--- src/rtl/lavadora_pkg.sv ---
// Shared encodings and stage-duration defaults for the washer sequencer.
package lavadora_pkg;

  typedef enum logic [2:0] {
    S_IDLE         = 3'd0,
    S_LLENADO      = 3'd1,
    S_LAVADO       = 3'd2,
    S_DRENADO      = 3'd3,
    S_CENTRIFUGADO = 3'd4,
    S_SECADO       = 3'd5,
    S_PAUSA        = 3'd6,
    S_FIN          = 3'd7
  } estado_t;

  typedef enum logic [1:0] {
    P_NONE   = 2'd0,
    P_NORMAL = 2'd1,
    P_PESADO = 2'd2,
    P_SECA   = 2'd3
  } programa_t;

  localparam int DEF_W              = 8;
  localparam int DEF_T_LLENADO      = 4;
  localparam int DEF_T_LAVADO       = 8;
  localparam int DEF_T_DRENADO      = 3;
  localparam int DEF_T_CENTRIFUGADO = 5;
  localparam int DEF_T_SECADO       = 10;

  // Counter preload for a stage of t cycles; a zero-length stage still runs one cycle.
  function automatic int ciclos_carga(input int t);
    return (t <= 0) ? 0 : t - 1;
  endfunction

endpackage

--- src/rtl/lavadora_if.sv ---
// Request/door inputs and actuator/status outputs of the washer sequencer.
interface lavadora_if;
  // Requests are level signals held by the payment side and sampled only in IDLE
  // with the door closed; FIN stays high until the door opens, which acknowledges
  // completion and returns the sequencer to IDLE.
  logic       LAVADO;
  logic       LAVADO_PESADO;
  logic       SECADO;
  logic       INSUFICIENTE;
  logic       PUERTA_CERRADA;
  logic       LLENAR;
  logic       MOTOR_LAVADO;
  logic       DRENAR;
  logic       CENTRIFUGAR;
  logic       SECAR;
  logic       PUERTA_BLOQUEADA;
  logic       FIN;
  logic [2:0] ETAPA;

  modport master (
    output LAVADO, LAVADO_PESADO, SECADO, INSUFICIENTE, PUERTA_CERRADA,
    input  LLENAR, MOTOR_LAVADO, DRENAR, CENTRIFUGAR, SECAR,
           PUERTA_BLOQUEADA, FIN, ETAPA
  );

  modport slave (
    input  LAVADO, LAVADO_PESADO, SECADO, INSUFICIENTE, PUERTA_CERRADA,
    output LLENAR, MOTOR_LAVADO, DRENAR, CENTRIFUGAR, SECAR,
           PUERTA_BLOQUEADA, FIN, ETAPA
  );
endinterface

--- src/rtl/temporizador_etapa.sv ---
// Loadable down-counter timing one stage; holds at zero and freezes when not enabled.
module temporizador_etapa #(
  parameter int W = 8
) (
  input  logic         clk,
  input  logic         reset,
  input  logic         carga,
  input  logic         habilita,
  input  logic [W-1:0] valor,
  output logic         cero
);

  logic [W-1:0] cuenta;

  always_ff @(posedge clk or posedge reset) begin
    if (reset) begin
      cuenta <= '0;
    end else if (carga) begin
      cuenta <= valor;
    end else if (habilita && (cuenta != '0)) begin
      cuenta <= cuenta - 1'b1;
    end
  end

  assign cero = (cuenta == '0);

endmodule

--- src/rtl/secuenciador_lavadora.sv ---
// Wash/dry program sequencer: timed stages, door interlock with pause/resume,
// and end-of-cycle hold until the door is opened.
module secuenciador_lavadora
  import lavadora_pkg::*;
#(
  parameter int W              = DEF_W,
  parameter int T_LLENADO      = DEF_T_LLENADO,
  parameter int T_LAVADO       = DEF_T_LAVADO,
  parameter int T_DRENADO      = DEF_T_DRENADO,
  parameter int T_CENTRIFUGADO = DEF_T_CENTRIFUGADO,
  parameter int T_SECADO       = DEF_T_SECADO
) (
  input logic       clk,
  input logic       reset,
  lavadora_if.slave bus
);

  localparam logic [W-1:0] C_LLENADO      = W'(ciclos_carga(T_LLENADO));
  localparam logic [W-1:0] C_LAVADO       = W'(ciclos_carga(T_LAVADO));
  localparam logic [W-1:0] C_DRENADO      = W'(ciclos_carga(T_DRENADO));
  localparam logic [W-1:0] C_CENTRIFUGADO = W'(ciclos_carga(T_CENTRIFUGADO));
  localparam logic [W-1:0] C_SECADO       = W'(ciclos_carga(T_SECADO));

  estado_t      estado, estado_d;
  estado_t      retorno, retorno_d;
  programa_t    prog, prog_d;
  logic         pasada, pasada_d;
  logic         carga, habilita, cero;
  logic [W-1:0] valor_carga;
  logic         llenar_q, motor_q, drenar_q, centrifugar_q, secar_q, bloqueo_q, fin_q;

  function automatic logic [W-1:0] carga_de(input estado_t e);
    case (e)
      S_LLENADO:      return C_LLENADO;
      S_LAVADO:       return C_LAVADO;
      S_DRENADO:      return C_DRENADO;
      S_CENTRIFUGADO: return C_CENTRIFUGADO;
      S_SECADO:       return C_SECADO;
      default:        return '0;
    endcase
  endfunction

  temporizador_etapa #(.W(W)) u_temporizador (
    .clk      (clk),
    .reset    (reset),
    .carga    (carga),
    .habilita (habilita),
    .valor    (valor_carga),
    .cero     (cero)
  );

  assign valor_carga = carga_de(estado_d);

  always_ff @(posedge clk or posedge reset) begin
    if (reset) begin
      estado  <= S_IDLE;
      retorno <= S_IDLE;
      prog    <= P_NONE;
      pasada  <= 1'b0;
    end else begin
      estado  <= estado_d;
      retorno <= retorno_d;
      prog    <= prog_d;
      pasada  <= pasada_d;
    end
  end

  always_comb begin
    estado_d  = estado;
    retorno_d = retorno;
    prog_d    = prog;
    pasada_d  = pasada;
    carga     = 1'b0;
    habilita  = 1'b0;
    case (estado)
      S_IDLE: begin
        pasada_d = 1'b0;
        // An insufficient-payment flag vetoes any start.
        if (bus.PUERTA_CERRADA && !bus.INSUFICIENTE) begin
          if (bus.LAVADO_PESADO) begin
            prog_d   = P_PESADO;
            estado_d = S_LLENADO;
            carga    = 1'b1;
          end else if (bus.LAVADO) begin
            prog_d   = P_NORMAL;
            estado_d = S_LLENADO;
            carga    = 1'b1;
          end else if (bus.SECADO) begin
            prog_d   = P_SECA;
            estado_d = S_SECADO;
            carga    = 1'b1;
          end
        end
      end
      S_LLENADO, S_LAVADO, S_DRENADO, S_CENTRIFUGADO, S_SECADO: begin
        // Door open beats stage expiry; the counter is left untouched.
        if (!bus.PUERTA_CERRADA) begin
          estado_d  = S_PAUSA;
          retorno_d = estado;
        end else if (cero) begin
          carga = 1'b1;
          case (estado)
            S_LLENADO: estado_d = S_LAVADO;
            S_LAVADO:  estado_d = S_DRENADO;
            S_DRENADO: begin
              if (prog == P_PESADO && !pasada) begin
                pasada_d = 1'b1;
                estado_d = S_LLENADO;
              end else begin
                estado_d = S_CENTRIFUGADO;
              end
            end
            default:   estado_d = S_FIN;
          endcase
        end else begin
          habilita = 1'b1;
        end
      end
      S_PAUSA: begin
        if (bus.PUERTA_CERRADA) estado_d = retorno;
      end
      S_FIN: begin
        if (!bus.PUERTA_CERRADA) begin
          estado_d = S_IDLE;
          prog_d   = P_NONE;
        end
      end
      default: estado_d = S_IDLE;
    endcase
  end

  // Outputs are registered from the next state so they line up with ETAPA.
  always_ff @(posedge clk or posedge reset) begin
    if (reset) begin
      llenar_q      <= 1'b0;
      motor_q       <= 1'b0;
      drenar_q      <= 1'b0;
      centrifugar_q <= 1'b0;
      secar_q       <= 1'b0;
      bloqueo_q     <= 1'b0;
      fin_q         <= 1'b0;
    end else begin
      llenar_q      <= (estado_d == S_LLENADO);
      motor_q       <= (estado_d == S_LAVADO);
      drenar_q      <= (estado_d == S_DRENADO);
      centrifugar_q <= (estado_d == S_CENTRIFUGADO);
      secar_q       <= (estado_d == S_SECADO);
      bloqueo_q     <= (estado_d != S_IDLE) && (estado_d != S_FIN);
      fin_q         <= (estado_d == S_FIN);
    end
  end

  assign bus.LLENAR           = llenar_q;
  assign bus.MOTOR_LAVADO     = motor_q;
  assign bus.DRENAR           = drenar_q;
  assign bus.CENTRIFUGAR      = centrifugar_q;
  assign bus.SECAR            = secar_q;
  assign bus.PUERTA_BLOQUEADA = bloqueo_q;
  assign bus.FIN              = fin_q;
  assign bus.ETAPA            = estado;

endmodule

--- src/flat_wrapper.sv ---
// flat-port wrapper written by rule: the top's interface ports become plain ports
module secuenciador_lavadora_flat import lavadora_pkg::*;
#(
  parameter int W              = DEF_W,
  parameter int T_LLENADO      = DEF_T_LLENADO,
  parameter int T_LAVADO       = DEF_T_LAVADO,
  parameter int T_DRENADO      = DEF_T_DRENADO,
  parameter int T_CENTRIFUGADO = DEF_T_CENTRIFUGADO,
  parameter int T_SECADO       = DEF_T_SECADO
)
  (clk, reset, bus_LAVADO, bus_LAVADO_PESADO, bus_SECADO, bus_INSUFICIENTE, bus_PUERTA_CERRADA, bus_LLENAR, bus_MOTOR_LAVADO, bus_DRENAR, bus_CENTRIFUGAR, bus_SECAR, bus_PUERTA_BLOQUEADA, bus_FIN, bus_ETAPA);
  lavadora_if bus_i ();
  input logic clk;
  input logic reset;
  input wire logic [$bits(bus_i.LAVADO)-1:0] bus_LAVADO;
  input wire logic [$bits(bus_i.LAVADO_PESADO)-1:0] bus_LAVADO_PESADO;
  input wire logic [$bits(bus_i.SECADO)-1:0] bus_SECADO;
  input wire logic [$bits(bus_i.INSUFICIENTE)-1:0] bus_INSUFICIENTE;
  input wire logic [$bits(bus_i.PUERTA_CERRADA)-1:0] bus_PUERTA_CERRADA;
  output wire logic [$bits(bus_i.LLENAR)-1:0] bus_LLENAR;
  output wire logic [$bits(bus_i.MOTOR_LAVADO)-1:0] bus_MOTOR_LAVADO;
  output wire logic [$bits(bus_i.DRENAR)-1:0] bus_DRENAR;
  output wire logic [$bits(bus_i.CENTRIFUGAR)-1:0] bus_CENTRIFUGAR;
  output wire logic [$bits(bus_i.SECAR)-1:0] bus_SECAR;
  output wire logic [$bits(bus_i.PUERTA_BLOQUEADA)-1:0] bus_PUERTA_BLOQUEADA;
  output wire logic [$bits(bus_i.FIN)-1:0] bus_FIN;
  output wire logic [$bits(bus_i.ETAPA)-1:0] bus_ETAPA;
  assign bus_i.LAVADO = bus_LAVADO;
  assign bus_i.LAVADO_PESADO = bus_LAVADO_PESADO;
  assign bus_i.SECADO = bus_SECADO;
  assign bus_i.INSUFICIENTE = bus_INSUFICIENTE;
  assign bus_i.PUERTA_CERRADA = bus_PUERTA_CERRADA;
  assign bus_LLENAR = bus_i.LLENAR;
  assign bus_MOTOR_LAVADO = bus_i.MOTOR_LAVADO;
  assign bus_DRENAR = bus_i.DRENAR;
  assign bus_CENTRIFUGAR = bus_i.CENTRIFUGAR;
  assign bus_SECAR = bus_i.SECAR;
  assign bus_PUERTA_BLOQUEADA = bus_i.PUERTA_BLOQUEADA;
  assign bus_FIN = bus_i.FIN;
  assign bus_ETAPA = bus_i.ETAPA;
  secuenciador_lavadora #(.W(W), .T_LLENADO(T_LLENADO), .T_LAVADO(T_LAVADO), .T_DRENADO(T_DRENADO), .T_CENTRIFUGADO(T_CENTRIFUGADO), .T_SECADO(T_SECADO)) u_core (.clk(clk), .reset(reset), .bus(bus_i));
endmodule
--- config.mk ---
export PLATFORM = sky130hd
export DESIGN_NAME = secuenciador_lavadora_flat
export DESIGN_NICKNAME = d
export VERILOG_FILES = /design/src/rtl/lavadora_pkg.sv /design/src/rtl/lavadora_if.sv /design/src/rtl/temporizador_etapa.sv /design/src/rtl/secuenciador_lavadora.sv /design/src/flat_wrapper.sv
export SDC_FILE = /design/constraint.sdc
export NUM_CORES = 1
export LEC_CHECK = 0
export CORE_AREA = 2 2 62 64
export CTS_BUF_LIST = sky130_fd_sc_hd__clkbuf_16
export DETAILED_ROUTE_END_ITERATION = 16
export DIE_AREA = 0 0 64 66
export PLACE_DENSITY_LB_ADDON = 0.05
export SYNTH_ARGS = -nofsm -noshare
export SYNTH_HDL_FRONTEND = slang
export SYNTH_HIERARCHICAL = 1
export SYNTH_SLANG_ARGS = --single-unit
--- constraint.sdc ---
create_clock -name clk -period 2.48 [get_ports clk]
set_input_delay 0.248 -clock clk [delete_from_list [all_inputs] [get_ports clk]]
set_output_delay 0.248 -clock clk [all_outputs]
set_load 0.01 [all_outputs]
==> impl_metrics.json, run 1 <==
{
  "status": "finished, final reports clean",
  "fin_cells": 259,
  "synth_cells": 167,
  "ys_seq_elements": 24,
  "synth_most_common_cell": "dfrtp_1",
  "rows": 22,
  "busiest_layer": "met2",
  "stdcell_area_sq_um": 2020,
  "ant_nets": 0,
  "fin_util": 0.569,
  "startpoint": "u_core/u_temporizador/cuenta[1]",
  "pin_count": 17,
  "placed_cells": 249,
  "syn_area_per_cell_sq_um": 8.95,
  "slowest_delay_ns": 0.54,
  "grt_pass1_wl_mm": 6.31,
  "place_area_sq_um": 1850,
  "dr.pass1.iters": 4,
  "port_buffers": 16,
  "startpoint_type": "register",
  "yosysWarnings": 6,
  "cts_tree": "built",
  "crit_path_end": "u_core/u_temporizador/cuenta[5]",
  "fin_ws_ns": 0.00702,
  "fill_cells": 331,
  "max-slew-margin-rel": 0.582,
  "clk_latency_ns": 0.26,
  "fin_crit_sh": 0.997,
  "synthTopCellsByCount": "dfrtp_1, nand2_1, nor2_1, o21ai_0, inv_1",
  "post_drt_wl_per_cell_microns": 13.9,
  "num_vias": 1367,
  "finalWirelength_mm": 3.60,
  "min_period_ns": 2.47,
  "worst_pin_slew_ns": 0.627,
  "dp.final_hpwl_mm": 2.65,
  "gr-usage-met1": 0.238,
  "floorplan.initialDensity": 0.421,
  "netlist_area_sq_um": 1490,
  "core_sq_um": 3550,
  "path_class": "reg2reg",
  "register_area_sq_um": 601,
  "multiInputGateArea_sq_um": 851,
  "crit_required_ns": 2.66,
  "place_congestion": 0.884,
  "crit_family": "simple AND/OR/NAND/NOR gates",
  "drc_errors": 0,
  "worst_setup_path_end_kind": "register",
  "drive_gt1_frac": 0.265,
  "maxCapViolCount": 0,
  "slowest_stage": "or4_1",
  "place_ws_ns": -0.0481,
  "synth_largest_area_cell": "dfrtp_1",
  "synth_edf_count": 0,
  "cts_buffers": 3,
  "yosysTopAreaCellShare": 0.402,
  "worstPathMaxFanout": 4,
  "max_freq_ghz": 0.404,
  "final-setup-viol-count": 0,
  "use_met3": 0.0443,
  "clk_pin_slew_ns": 0.06,
  "gr-usage-all-layers": 0.193,
  "whs_ns": 0.274,
  "r2r-end": "u_core/u_temporizador/cuenta[5]",
  "ys.flop_type": "dfrtp_1",
  "ys_types": 55,
  "cts_hold_buf": 0,
  "via_per_inst": 5.28,
  "grt.met2_usage": 0.322,
  "hold_viol": 0,
  "rr_worst_depth": 9,
  "dr.first_iter.drc_count": 84,
  "cts_max_path_buffers": 2,
  "yosysSeqAreaShare": 0.402,
  "p_leak_nw": 0.871,
  "htreeDepth": 1,
  "critPathArrivalTime_ns": 2.66,
  "chipWidth_microns": 64,
  "slew_violations": 0,
  "peakVddDrop_mv": 0.584,
  "cts_sinks": 24,
  "grt_pass1_vias": 1377,
  "crit_top_cell": "or3b_4",
  "finalNetCount": 221,
  "die-area_sq_um": 4220,
  "rsz0062_at_grt": "yes",
  "path_cells": "inv_2 > ha_4 > or3b_4 > nor2_4 > or2b_1 > nor2_2 > or3b_4 > or4_1 > a31oi_1",
  "fin_skew_ns": 0.00332,
  "critPathBufInv": 1,
  "r2r_slack_ns": 0.007,
  "power_density_nw_per_um2": 1280,
  "grt_max_degree": 17,
  "area_growth_pct": 35.2,
  "r2r_start": "u_core/u_temporizador/cuenta[1]",
  "diodes": 0,
  "async_flop_share": 1.00,
  "cts-root-buf": "clkbuf_16",
  "cp.depth": 9,
  "gr-total-overflow": 0,
  "min-delay-path-class": "in2async",
  "die_y_microns": 66,
  "yosys-top-cells-area": "dfrtp_1, o21ai_0, nand2_1, nor2_1, buf_6",
  "antenna_found_initial": 0
}
repair_timing:
item | 4_1_cts | 5_1_grt
setup buffers | 0 | 6
pin swaps | 0 | 10
endpoints found under the setup margin | 5 | 12
gates resized for setup | 3 | 10
flip-flops by register name (all words and copies together) (netlist names):
name,cells
u_core/bus.ETAPA,3
u_core/bus.MOTOR_LAVADO,1
u_core/bus.PUERTA_BLOQUEADA,1
u_core/pasada,1
u_core/bus.LLENAR,1
u_core/u_temporizador/cuenta,8
u_core/bus.SECAR,1
u_core/bus.FIN,1
u_core/bus.DRENAR,1
u_core/retorno,3
u_core/prog,2
u_core/bus.CENTRIFUGAR,1
report_power, final:
group	switching, mW	internal (mW)
logic	0.712	0.789
clock network	0.135	0.215
registers	0.178	0.558
layer usage:
layer  part of all wire  wire [microns]
met3              0.037             133
met4              0.018              65
met5                  0               0
met1               0.48            1710
met2               0.47            1690
layout make-up:
type | instances | area share
well taps | 48 | 0.0297
inverters | 11 | 0.0217
repair buffers | 46 | 0.191
clock buffers | 3 | 0.0372
flip-flops and latches | 24 | 0.297
clock inverters | 1 | 0.00186
multi-input cells | 126 | 0.421
cell usage in the layout (no fill, tap or decap), types with 4 or more instances in the layout:
cell type	count
nand2_1	16
inv_1	8
nor2_1	13
buf_4	30
a31oi_1	6
nor2b_1	5
dfrtp_1	24
conb_1	4
clkdlybuf4s50_1	16
o21ai_0	13
logic make-up (layout without fill, tap and decap cells):
| family | count (synthesis) | after routing | share of synthesized area |
|---|---|---|---|
| AO/OA/AOI/OAI | 46 | 46 | 0.212 |
| XOR/XNOR | 1 | 1 | 0.00586 |
| adder cells (fa/ha/maj) | 2 | 2 | 0.0167 |
| buffers and inverters | 20 | 61 | 0.0745 |
| flip-flops | 24 | 24 | 0.402 |
| multiplexers | 1 | 1 | 0.00670 |
| other | 1 | 4 | 0.00251 |
| AND/OR/NAND/NOR | 72 | 72 | 0.280 |
how the worst min path moves through the flow:
stage                            startpoint                               to  slack, ns  depth (start not counted)
after CTS                             reset  u_core/u_temporizador/cuenta[0]       0.29                          2
after floorplan                       reset  u_core/u_temporizador/cuenta[0]       0.06                          1
after detailed placement  u_core/retorno[0]                u_core/retorno[0]       0.48                          2
final                                 reset  u_core/u_temporizador/cuenta[2]       0.27                          2
after global routing                  reset  u_core/u_temporizador/cuenta[0]       0.32                          2
after global placement    u_core/retorno[0]                u_core/retorno[0]       0.49                          2
through the flow:
step	total power [mW]	TNS, ns
2_1_floorplan	1.56	0
5_1_grt	2.81	-0.275
6_report	2.59	0
3_3_place_gp	2.07	0
3_5_place_dp	2.10	-0.0885
4_1_cts	2.47	0
No activity file was read; power rests on OpenSTA's default activity.
==> run 2, diff against run 1 <==
- MAX_ROUTING_LAYER: default -> met4
- SLEW_MARGIN: default -> 25
- clock period: 2.48 -> 2.5 ns (I/O delays scaled with it)
==> run 2 against run 1 <==
Against the previous run: register-to-register slack gained 0.04 ns; clock skew grew 0.00051 ns; non-clock buffer count is the same; hold slack lost 0.0029 ns; maximum frequency grew 0.73%; die area is the same; first-iteration DRC count shrank 55%; critical path type unchanged; cell count is the same; critical endpoint is now u_core/u_temporizador/cuenta[0]; design area is essentially flat; utilization is essentially flat; combinational power is essentially flat; setup slack gained 0.038 ns.
==> impl_metrics.json, run 2 (synthesis results as in run 1) <==
{
  "comb_power_share": 0.585,
  "final-setup-viol-count": 0,
  "htreeDepth": 1,
  "die-area_sq_um": 4220,
  "min_period_ns": 2.45,
  "area_growth_pct": 35.1,
  "finalNetCount": 221,
  "cts_max_path_buffers": 2,
  "dp.final_hpwl_mm": 2.65,
  "floorplan.initialDensity": 0.421,
  "startpoint_type": "register",
  "num_vias": 1357,
  "clk_latency_ns": 0.26,
  "port_buffers": 16,
  "rsz0062_at_grt": "yes",
  "chipWidth_microns": 64,
  "pin_count": 17,
  "path_class": "reg2reg",
  "startpoint": "u_core/u_temporizador/cuenta[1]",
  "r2r_start": "u_core/u_temporizador/cuenta[1]",
  "fill_cells": 321,
  "worstPathMaxFanout": 4,
  "via_per_inst": 5.24,
  "antenna_found_initial": 0,
  "ant_nets": 0,
  "largest_reg_flops": 8,
  "slowest_delay_ns": 0.42,
  "place_ws_ns": -0.124,
  "slowest_stage": "or3_4",
  "cts_buffers": 3,
  "min-delay-path-class": "in2async",
  "switchingPower_mw": 1.03,
  "maxCapViolCount": 0,
  "crit_required_ns": 2.67,
  "p_leak_nw": 0.872,
  "dr.pass1.iters": 4,
  "diodes": 0,
  "fin_skew_ns": 0.00383,
  "sw_frac_of_total": 0.400,
  "hold_viol": 0,
  "clk_pin_slew_ns": 0.06,
  "worst_setup_path_end_kind": "register",
  "place_congestion": 0.938,
  "max-slew-margin-rel": 0.537,
  "total_power_mw": 2.57,
  "internal-power_mw": 1.54,
  "power_density_nw_per_um2": 1270,
  "clockPowerShare": 0.136,
  "gr-total-overflow": 0,
  "cts_tree": "built",
  "die_y_microns": 66,
  "cts_sinks": 24,
  "critPathArrivalTime_ns": 2.63,
  "slew_violations": 0,
  "drive_gt1_frac": 0.261,
  "top_register": "u_core/u_temporizador/cuenta",
  "status": "finished, final reports clean",
  "rows": 22,
  "final_cell_mix": "buf_4, dfrtp_1, clkdlybuf4s50_1, nand2_1",
  "fin_util": 0.568,
  "crit_family": "simple AND/OR/NAND/NOR gates",
  "max_freq_ghz": 0.407,
  "grt_max_degree": 17,
  "core_sq_um": 3550,
  "cts-root-buf": "clkbuf_16",
  "gr-usage-all-layers": 0.198,
  "mostFrequentLayoutCell": "buf_4",
  "worst_pin_slew_ns": 0.694,
  "p_seq_frac": 0.279,
  "fin_ws_ns": 0.0451,
  "peakVddDrop_mv": 0.785,
  "fin_crit_sh": 0.982,
  "grt_pass1_wl_mm": 6.46,
  "post_drt_wl_per_cell_microns": 14.0,
  "critPathBufInv": 1,
  "path_cells": "inv_2 > ha_4 > or3b_4 > nor2_4 > or2b_1 > nor3b_4 > a31oi_4 > or3_4 > mux2i_1 > nand2_1 > o211ai_1",
  "setup_tns_ns": 0,
  "drc_errors": 0,
  "finalWirelength_mm": 3.63,
  "dr.first_iter.drc_count": 38,
  "grt_pass1_vias": 1406
}
run 2: layout make-up:
class	count	area [sq um]	share of cell area
Clock buffer	3	75.1	0.0372
Clock inverter	1	3.75	0.00186
Inverter	11	43.8	0.0217
Multi-Input combinational cell	126	850	0.421
Sequential cell	24	601	0.298
Timing Repair Buffer	46	385	0.191
Tap cell	48	60.1	0.0298
run 2: power groups by stage:
stage / Sequential (mW) / Combinational [mW] / Clock [mW]
final: 0.718 / 1.50 / 0.350
after global placement: 0.700 / 1.37 / 0
after CTS: 0.710 / 1.44 / 0.358
after global routing: 0.744 / 1.66 / 0.375
after floorplan: 0.702 / 0.834 / 0
after detailed placement: 0.705 / 1.39 / 0
run 2: routing by layer:
layer / track usage / vias to the layer above / wire length (microns)
met4: 0.0625 / 0 / 54
li1: - / 686 / -
met2: 0.318 / 20 / 1690
met5: - / - / 0
met3: 0.0307 / 4 / 74
met1: 0.260 / 647 / 1810
run 2: final timing paths:
kind,slack [ns],cells after the start,endpoint
worst max-delay path,0.05,11,u_core/u_temporizador/cuenta[0]
worst min-delay path,0.27,2,u_core/u_temporizador/cuenta[5]
worst max register to register,0.05,11,u_core/u_temporizador/cuenta[0]
worst min register to register,0.51,2,u_core/prog[1]
max in group asynchronous,1.63,2,u_core/bus.PUERTA_BLOQUEADA
min in group clk,0.51,2,u_core/prog[1]
run 2: per-stage QoR:
| stage | hold WS [ns] | instance area [sq um] | cells |
|---|---|---|---|
| 6_report | 0.271 | 2020 | 259 |
| 5_1_grt | 0.323 | 2020 | 259 |
| 4_1_cts | 0.290 | 1990 | 257 |
| 3_5_place_dp | 0.496 | 1880 | 253 |
| 3_3_place_gp | 0.484 | 1880 | 253 |
| 2_1_floorplan | 0.0657 | 1510 | 170 |
run 2: timing repair:
action                                  CTS  global route
endpoints found under the setup margin   11             7
pin swaps                                 3             5
buffers inserted                          0             2
hold buffers                              0             0
resized for setup                         7             8
==> run 3, diff against run 2 <==
- PLACE_DENSITY: default -> 0.71
- PLACE_DENSITY_LB_ADDON: 0.05 -> default
==> run 3 against run 2 <==
Against the previous run: die area did not move; sequential share of layout area unchanged; register-to-register slack worse by 0.04 ns; critical path depth is the same; utilization unchanged; largest power group unchanged.
==> impl_metrics.json, run 3 (synthesis results as in run 1) <==
{
  "whs_ns": 0.299,
  "path_class": "reg2reg",
  "worstPathMaxFanout": 5,
  "cts_buffers": 3,
  "stdcell_area_sq_um": 2020,
  "drc_errors": 0,
  "status": "finished, final reports clean",
  "place_congestion": 0.816,
  "hold_viol": 0,
  "area_growth_pct": 35.1,
  "diodes": 0,
  "max-slew-margin-rel": 0.552,
  "r2r_slack_ns": 0.008,
  "drive_gt1_frac": 0.265,
  "fin_cells": 259,
  "gr-usage-all-layers": 0.217,
  "place_area_sq_um": 1860,
  "p_leak_nw": 0.874,
  "p_seq_frac": 0.280,
  "r2r_start": "u_core/u_temporizador/cuenta[1]",
  "crit_required_ns": 2.67,
  "rsz0062_at_grt": "yes",
  "grt_pass1_wl_mm": 6.95,
  "power_density_nw_per_um2": 1290,
  "sw_frac_of_total": 0.404,
  "min-delay-path-class": "in2async",
  "gr-total-overflow": 0,
  "core_sq_um": 3550,
  "placed_cells": 251,
  "final-setup-viol-count": 0,
  "antenna_found_initial": 0,
  "setup_tns_ns": 0,
  "dr.pass1.iters": 4,
  "post_drt_wl_per_cell_microns": 15.3,
  "max_freq_ghz": 0.401,
  "htreeDepth": 1,
  "die_y_microns": 66,
  "pin_count": 17,
  "gr-usage-met1": 0.266,
  "num_vias": 1443,
  "slew_violations": 0,
  "comb_power_share": 0.585,
  "final_cell_mix": "buf_4, dfrtp_1, clkdlybuf4s50_1, nand2_1",
  "chipWidth_microns": 64,
  "cts_max_path_buffers": 2,
  "startpoint_type": "register",
  "dp.final_hpwl_mm": 2.74,
  "finalNetCount": 221,
  "rows": 22,
  "grt.met2_usage": 0.366,
  "r2r-end": "u_core/u_temporizador/cuenta[0]",
  "peakVddDrop_mv": 0.733,
  "rr_worst_depth": 11,
  "via_per_inst": 5.57,
  "use_met3": 0.0221,
  "top_register": "u_core/u_temporizador/cuenta",
  "ant_nets": 0,
  "busiest_layer": "met2",
  "largest_reg_flops": 8,
  "min_period_ns": 2.49,
  "switchingPower_mw": 1.05,
  "cts_hold_buf": 0,
  "fin_skew_ns": 0.00152,
  "dr.first_iter.drc_count": 70,
  "critPathArrivalTime_ns": 2.66,
  "clockPowerShare": 0.135,
  "port_buffers": 16,
  "die-area_sq_um": 4220,
  "cts_tree": "built",
  "cts_sinks": 24,
  "worst_pin_slew_ns": 0.671,
  "clk_pin_slew_ns": 0.06,
  "maxCapViolCount": 0,
  "finalWirelength_mm": 3.97,
  "fin_crit_sh": 0.997,
  "grt_max_degree": 17,
  "cts-root-buf": "clkbuf_16",
  "floorplan.initialDensity": 0.421,
  "internal-power_mw": 1.55,
  "grt_pass1_vias": 1474,
  "mostFrequentLayoutCell": "buf_4",
  "clk_latency_ns": 0.25,
  "fin_util": 0.568,
  "worst_setup_path_end_kind": "register"
}
run 3: cell types whose count changed in the layout (fill, tap and decap cells not counted):
cell / before / now
or2_1: 2 / 1
and3_1: 3 / 2
or4_1: 2 / 3
or2_4: 0 / 1
or4_4: 1 / 0
and3_2: 0 / 1
run 3: per-layer routing:
layer,share of wire,routed length (microns),vias up
met1,0.45,1780,709
met2,0.50,1990,44
met3,0.032,128,9
met5,0,0,-
li1,-,-,681
met4,0.017,68,0
run 3: cell type report:
cell class | instances | area [sq um]
clock buffers | 3 | 75.1
repair buffers | 46 | 385
flip-flops and latches | 24 | 601
well taps | 48 | 60.1
clock inverters | 1 | 3.75
fillers | 310 | 1530
inverters | 11 | 43.8
multi-input cells | 126 | 850
run 3: repair_timing:
action | CTS | global route
endpoints found under the setup margin | 8 | 8
buffers inserted | 0 | 4
resized for setup | 5 | 11
endpoints found under the hold margin | 0 | 0
pin swaps | 1 | 10
run 3: per-stage QoR:
stage               power (mW)  worst slack, ns
CTS                       2.48          0.00126
global route              2.81          -0.0721
finish                    2.60          0.00790
detailed placement        2.08           -0.102
global placement          2.02          0.00138
floorplan                 1.54          -0.0240
run 3: power by group through the flow:
stage / clock network, mW / logic [mW] / registers (mW)
floorplan: 0 / 0.834 / 0.702
global placement: 0 / 1.32 / 0.705
detailed placement: 0 / 1.36 / 0.718
CTS: 0.355 / 1.40 / 0.721
global route: 0.375 / 1.67 / 0.760
finish: 0.350 / 1.52 / 0.727
run 3: how the worst max path moves through the flow:
stage,from,endpoint,slack [ns],cells past startpoint
floorplan,u_core/u_temporizador/cuenta[0],u_core/u_temporizador/cuenta[2],-0.02,10
global placement,bus_PUERTA_CERRADA,u_core/u_temporizador/cuenta[5],0.001,6
detailed placement,u_core/u_temporizador/cuenta[0],u_core/u_temporizador/cuenta[2],-0.10,10
CTS,u_core/u_temporizador/cuenta[0],u_core/u_temporizador/cuenta[5],0.001,9
global route,u_core/u_temporizador/cuenta[1],u_core/u_temporizador/cuenta[0],-0.07,11
finish,u_core/u_temporizador/cuenta[1],u_core/u_temporizador/cuenta[0],0.008,11
run 3: critical path, cell delays in order, from the launching register on:
cell      delay [ns]
dfrtp_1         0.40
inv_2           0.09
ha_4            0.13
or3b_4          0.39
nor2_4          0.14
or2b_1          0.18
nor3b_4         0.26
a31oi_4         0.07
or3_4           0.42
mux2i_1         0.14
nand2_1         0.08
o211ai_1        0.09
